File: src/rtl/fetch_bus_ctrl.sv
// Purpose: instruction-fetch bus master. It requests the bus, issues one strobed read per fetch and hands the word to IF/ID.
// Latency: bus_as comes 1 cycle after grant. insn/busy update 1 cycle after bus_rdy. A fetch is abandoned after TIMEOUT cycles in WAIT.
// Backpressure: REQ waits indefinitely for bus_grnt. HOLD keeps insn while stall=1. busy=1 tells the pipeline to stall.
//
// Ports: clk, reset (async active-low); pc, stall, flush from the pipeline;
//        bus_req/bus_grnt arbitration; bus_as/bus_addr/bus_rdy/bus_rd_data read channel;
//        insn to IF/ID, busy (combinational from state), err (one-cycle timeout pulse).

`ifndef ISA_NOP
`define ISA_NOP 32'h0000_0013
`endif

module fetch_bus_ctrl #(
    parameter logic [7:0] TIMEOUT = 8'd255
) (
    input  logic        clk,
    input  logic        reset,
    input  logic [29:0] pc,
    input  logic        stall,
    input  logic        flush,
    output logic        bus_req,
    input  logic        bus_grnt,
    output logic        bus_as,
    output logic [29:0] bus_addr,
    input  logic        bus_rdy,
    input  logic [31:0] bus_rd_data,
    output logic [31:0] insn,
    output logic        busy,
    output logic        err
);

    typedef enum logic [2:0] {
        ST_IDLE,
        ST_REQ,
        ST_ACCESS,
        ST_WAIT,
        ST_HOLD
    } state_t;

    state_t      state_q, state_d;
    logic        bus_req_q, bus_req_d;
    logic        bus_as_q, bus_as_d;
    logic [29:0] bus_addr_q, bus_addr_d;
    logic [31:0] insn_q, insn_d;
    logic        err_q, err_d;
    logic [7:0]  cnt_q, cnt_d;
    logic        flush_pend_q, flush_pend_d;
    logic        timed_out;

    // The last permitted WAIT cycle. The counter resolves here, so it never wraps.
    assign timed_out = (cnt_q == (TIMEOUT - 8'd1));

    always_comb begin
        state_d      = state_q;
        bus_req_d    = bus_req_q;
        bus_as_d     = 1'b0;
        bus_addr_d   = bus_addr_q;
        insn_d       = insn_q;
        err_d        = 1'b0;
        cnt_d        = cnt_q;
        flush_pend_d = flush_pend_q;

        case (state_q)
            ST_IDLE: begin
                if (!stall) begin
                    state_d   = ST_REQ;
                    bus_req_d = 1'b1;
                end
            end

            // A flush here needs no action: the address is captured from pc only at grant.
            ST_REQ: begin
                bus_req_d = 1'b1;
                if (bus_grnt) begin
                    state_d    = ST_ACCESS;
                    bus_as_d   = 1'b1;
                    bus_addr_d = pc;
                end
            end

            ST_ACCESS: begin
                state_d = ST_WAIT;
                cnt_d   = 8'd0;
                if (flush) begin
                    flush_pend_d = 1'b1;
                end
            end

            ST_WAIT: begin
                if (bus_rdy || timed_out) begin
                    if (flush_pend_q || flush) begin
                        // The bus transfer finished, but its result is stale.
                        // Drop the result and refetch at once, without releasing the bus request.
                        insn_d       = `ISA_NOP;
                        flush_pend_d = 1'b0;
                        state_d      = ST_REQ;
                        bus_req_d    = 1'b1;
                    end else begin
                        state_d   = ST_HOLD;
                        bus_req_d = 1'b0;
                        // bus_rdy takes priority over a timeout in the same cycle.
                        if (bus_rdy) begin
                            insn_d = bus_rd_data;
                        end else begin
                            insn_d = `ISA_NOP;
                            err_d  = 1'b1;
                        end
                    end
                end else begin
                    cnt_d = cnt_q + 8'd1;
                    if (flush) begin
                        flush_pend_d = 1'b1;
                    end
                end
            end

            ST_HOLD: begin
                if (flush) begin
                    insn_d    = `ISA_NOP;
                    state_d   = ST_REQ;
                    bus_req_d = 1'b1;
                end else if (!stall) begin
                    state_d   = ST_REQ;
                    bus_req_d = 1'b1;
                end
            end

            default: begin
                state_d   = ST_IDLE;
                bus_req_d = 1'b0;
            end
        endcase
    end

    always_ff @(posedge clk or negedge reset) begin
        if (!reset) begin
            state_q      <= ST_IDLE;
            bus_req_q    <= 1'b0;
            bus_as_q     <= 1'b0;
            bus_addr_q   <= 30'd0;
            insn_q       <= `ISA_NOP;
            err_q        <= 1'b0;
            cnt_q        <= 8'd0;
            flush_pend_q <= 1'b0;
        end else begin
            state_q      <= state_d;
            bus_req_q    <= bus_req_d;
            bus_as_q     <= bus_as_d;
            bus_addr_q   <= bus_addr_d;
            insn_q       <= insn_d;
            err_q        <= err_d;
            cnt_q        <= cnt_d;
            flush_pend_q <= flush_pend_d;
        end
    end

    assign bus_req  = bus_req_q;
    assign bus_as   = bus_as_q;
    assign bus_addr = bus_addr_q;
    assign insn     = insn_q;
    assign err      = err_q;
    assign busy     = (state_q != ST_HOLD);

endmodule

File: config.mk
export PLATFORM = sky130hd
export DESIGN_NAME = fetch_bus_ctrl
export DESIGN_NICKNAME = d
export VERILOG_FILES = /design/src/rtl/fetch_bus_ctrl.sv
export SDC_FILE = /design/constraint.sdc
export NUM_CORES = 1
export LEC_CHECK = 0
export BUFFER_PORTS_ARGS = -buffer_cell sky130_fd_sc_hd__clkbuf_2
export CORE_MARGIN = 2
export CORE_UTILIZATION = 45
export CTS_BUF_LIST = sky130_fd_sc_hd__clkbuf_4 sky130_fd_sc_hd__clkbuf_8
export CTS_CLUSTER_SIZE = 10
export DETAILED_ROUTE_END_ITERATION = 10
export PLACE_DENSITY = 0.72
export SYNTH_ARGS = -nofsm -noshare
export SYNTH_HDL_FRONTEND = slang
export SYNTH_SLANG_ARGS = --single-unit
File: constraint.sdc
create_clock -name clk -period 5.2 [get_ports clk]
set_input_delay 0.78 -clock clk [delete_from_list [all_inputs] [get_ports clk]]
set_output_delay 0.78 -clock clk [all_outputs]
set_load 0.005 [all_outputs]
# Yosys cells after proc, flatten, opt, wreduce, memory -nomap -nowiden
# Cells that the tools add are included.
# totals
reg_bits	77
word_cells	60
output_inout_bits	66
# classes
n_reduce_logical	11
eq_ne	11
n_addsub	1
muxes	28
n_bitwise	1
# ops
operator	count
2-to-1 mux 32 bit	4
case mux 32 bit (2 select lines)	1
case mux 8 bit (2 select lines)	1
2-to-1 mux 3 bit	5
case mux 3 bit (5 select lines)	1
2-to-1 mux 1 bit	13
AND reduction 2 bit	5
adder 8 x 1 -> 8 bit, second input constant	1
equality test 8 bit, second input constant	1
2-to-1 mux 8 bit	1
inequality test 2 bit, second input constant	4
equality test 3 x 2 -> 1 bit, second input constant	2
inequality test 3 bit, second input constant	2
case mux 1 bit (5 select lines)	1
nonzero test 2 bit	2
equality test 3 x 1 -> 1 bit, second input constant	1
equality test 3 bit, second input constant	1
logical NOT 3 bit	1
AND reduction 3 bit	1
logical OR 1 bit	2
case mux 1 bit (2 select lines)	1
inverter 1 bit	1

# Logic depth before layout (Yosys ltp)
# depth
ltp_word	4
mapped_depth	8
ltp_nobuf	6

# Worst setup path before layout
# Ideal clock, no wire load.
# synth_path
kind	register to register
startpoint	register cnt_q[0]
endpoint	register cnt_q[5]
path_buffers	0
stages_incl_launch_ff	7
arrival_ns	1.598
setup_slack_ns	3.476
required_ns	5.074
setup_time_ns	0.126
period_less_slack_ns	1.724
cell_sequence	dfrtp_1 > inv_1 > ha_1 > and3_1 > a21o_1 > o311a_1 > a221o_1
# synth_between
elab_chain_len	4
elab_cells_between_ends	7
cone_classes	add/sub: 1; eq/ne: 2; mux: 2; reduce/logical: 2
# synth_rtl
element	line_no	text
start: declaration	46	logic [7:0] cnt_q, cnt_d;
start signal: assignment	152	cnt_q <= cnt_d;
parallel branches: the longest is 4 deep, another holds adder 8 x 1 -> 8 bit	-	
# Parallel ways; which one is timed is not known. The select of a mux whose other input is x is not followed.
# A chain may end at the register's enable or synchronous reset.

# Final worst setup path
# layout_path
startpoint	register state_q[0]
endpoint	register insn_q[8], in the netlist insn[8]
# layout_between
elab_chain_len	3
elab_cells_between_ends	7
cone_classes	eq/ne: 4; mux: 1; reduce/logical: 2
# layout_rtl
element	line_no	text
start: declaration	40	state_t state_q, state_d;
start signal: assignment	146	state_q <= state_d;
equality test 3 bit or equality test 3 x 2 -> 1 bit (tied branches)	63	case (state_q)
inequality test 2 bit (no line) or nonzero test 2 bit (tied branches)	-	
AND reduction 3 bit (no line)	-	
end signal: assignment	141	insn_q <= `ISA_NOP;
end signal: assignment	150	insn_q <= insn_d;
end: declaration	44	logic [31:0] insn_q, insn_d;
# Parallel ways exist; a longest one is shown, timed or not.

==> impl_metrics.tcl <==
set metrics [dict create \
    ff2ff_path_depth 4 \
    tightest_slew_ns 1.16 \
    start_kind "flop" \
    insertion_delay_ns 0.33 \
    clkTransAtPathRegs_ns 0.08 \
    ys_async_sr_fraction 1.00 \
    maxCapViolCount 0 \
    numCtsBuffers 9 \
    ys_seq_elements 77 \
    setup_viol 0 \
    die_area_um2 8540 \
    io_pins 134 \
    cts_hold_buffers 0 \
    synth_nets 378 \
    syn_to_final_growth_pct 25.6 \
    max_freq_mhz 426 \
    core_um2 7650 \
    postSynthAreaPerCell_um2 11.4 \
    min_period_ns 2.35 \
    drt-initial-drc-count 259 \
    yosysMostFrequentCell "dfrtp_1" \
    h-tree-depth 3 \
    finalHoldViolCount 0 \
    relSlewSlack 0.225 \
    first_pass_iters 5 \
    drive_above_1_share 0.451 \
    track_usage 0.204 \
    synth_commonest_cells "dfrtp_1, nand2_1, a21oi_1" \
    synth-edff-count 0 \
    fin_skew_ns 0.00874 \
    synth_top_cell_by_area "dfrtp_1" \
    drtAntennaViolNets 0 \
    hp-class "flop to flop" \
    outcome "complete, no violations" \
    synthCells 308 \
    dpl.hpwl_mm 5.52 \
    slew_violations 0 \
    cts_tree "done" \
    layout.nets 501 \
    yosysTopAreaCellShare 0.527 \
    yosys_warnings 0 \
    setup_ws_ns 2.85 \
    clock_path_buffers 2 \
    wire_per_inst_um 15.6 \
    fin_crit_sh 0.452 \
    critical_path_class "flop to flop" \
    hold_depth 1 \
    postRouteWirelength_mm 8.37 \
    rows 32 \
    required_ns 5.46 \
    die_h_um 92.4 \
    grt_max_degree 78 \
    finalNonFillerCells 537 \
    n_antenna_cell 0 \
    drc_errors 0 \
    die_x_um 92.4 \
    grt_pass1_vias 2784 \
    clock_sinks 77 \
    crit_fanout 29 \
    vias_per_cell 5.33 \
    peakVddDrop_mv 0.254 \
    power-per-cell-area_nw_per_um2 544 \
    gp_congestion 0.809 \
    synth_seq_area_share 0.549 \
    rsz0062_at_grt "no" \
    synthDistinctLibCells 51 \
    netlist_top_cells_area "dfrtp_1, mux2_2, a31o_1" \
    via_count 2860 \
    p_leak_nw 2.14 \
    grt_pass1_wl_mm 13.8 \
    antenna_found_initial 0 \
    fin_tns_setup_ns 0 \
    start_util 0.460 \
    dp_slack_ns 2.70 \
    setup.worst_path.end_class "flop" \
    postCtsSetupRepairBufs 0 \
    grt_overflow 0 \
    io_buffer_count 133 \
    cts-resized-gates 0 \
    dp.cells 522 \
    critPathArrivalTime_ns 2.61 \
    synth_area_um2 3520 \
    cts-root-buf "clkbuf_8" \
    synth_ff_type "dfrtp_1" \
]
## cell type report
| class | instances | area [um2] |
|---|---|---|
| flip-flops and latches | 77 | 1930 |
| multi-input cells | 202 | 1430 |
| clock inverters | 4 | 72.6 |
| repair buffers | 137 | 698 |
| inverters | 4 | 15.0 |
| well taps | 102 | 128 |
| fillers | 679 | 3230 |
| clock buffers | 11 | 145 |
## cell usage in the layout, fill, tap and decap left out, drive strengths merged, types with 3 or more instances in the layout
| cell type | instances |
|---|---|
| a31o | 29 |
| inv | 4 |
| buf | 5 |
| a21oi | 35 |
| clkbuf | 143 |
| and3 | 3 |
| nand2 | 40 |
| nand3 | 5 |
| o32a | 3 |
| nor3 | 7 |
| dfrtp | 74 |
| a31oi | 3 |
| dfstp | 3 |
| mux2 | 30 |
| nor2 | 9 |
| mux2i | 3 |
| o311ai | 3 |
## routing by layer
layer,track usage,wire [um]
met2,0.321,4170
met3,0.0496,467
met1,0.275,3550
met5,0,0
met4,0.0759,182
## report_power, final
part	total [mW]	switching, mW	internal (mW)
clock network	0.496	0.210	0.286
logic	0.882	0.434	0.447
registers	1.02	0.182	0.842
total	2.40	0.827	1.58
## critical path, stage by stage (launching register included)
cell and delay, ns:
dfrtp_1 0.75, nor2_1 0.14, nand2_1 0.15, and3_1 0.94, a31o_1 0.28
## registers in the layout, summed over array words and instances, names as in the netlist
| signal | flops |
|---|---|
| bus_addr | 30 |
| flush_pend_q | 1 |
| bus_as | 1 |
| bus_req | 1 |
| err | 1 |
| state_q | 3 |
| insn | 32 |
| cnt_q | 8 |
## logic make-up (layout without fill, tap and decap cells)
kind of cell,after synthesis,in the layout,share of synthesized area
AO/OA/AOI/OAI,90,90,0.186
flip-flops,77,77,0.549
AND/OR/NAND/NOR,77,77,0.107
multiplexers,33,33,0.105
buffers and inverters,29,156,0.0462
adder cells (fa/ha/maj),2,2,0.00711
## through the flow
stage,instance area (um2),hold slack [ns],power [mW],util
6_report,4420,0.507,2.40,0.578
3_5_place_dp,4200,0.496,1.92,0.549
5_1_grt,4420,0.523,2.57,0.578
4_1_cts,4420,0.514,2.43,0.578
3_3_place_gp,4200,0.471,1.89,0.549
2_1_floorplan,3520,0.483,1.58,-
## path summary, 6_finish.rpt
check / from / end / slack [ns]
hold reg to reg: bus_addr[21] / bus_addr[21] / 0.51
hold / removal: bus_addr[21] / bus_addr[21] / 0.51
min in group asynchronous: reset / bus_addr[21] / 0.59
setup reg to reg: state_q[0] / insn[8] / 2.85
setup / recovery: state_q[0] / insn[8] / 2.85
max in group asynchronous: reset / cnt_q[0] / 4.00
No activity file was read; power rests on OpenSTA's default activity.
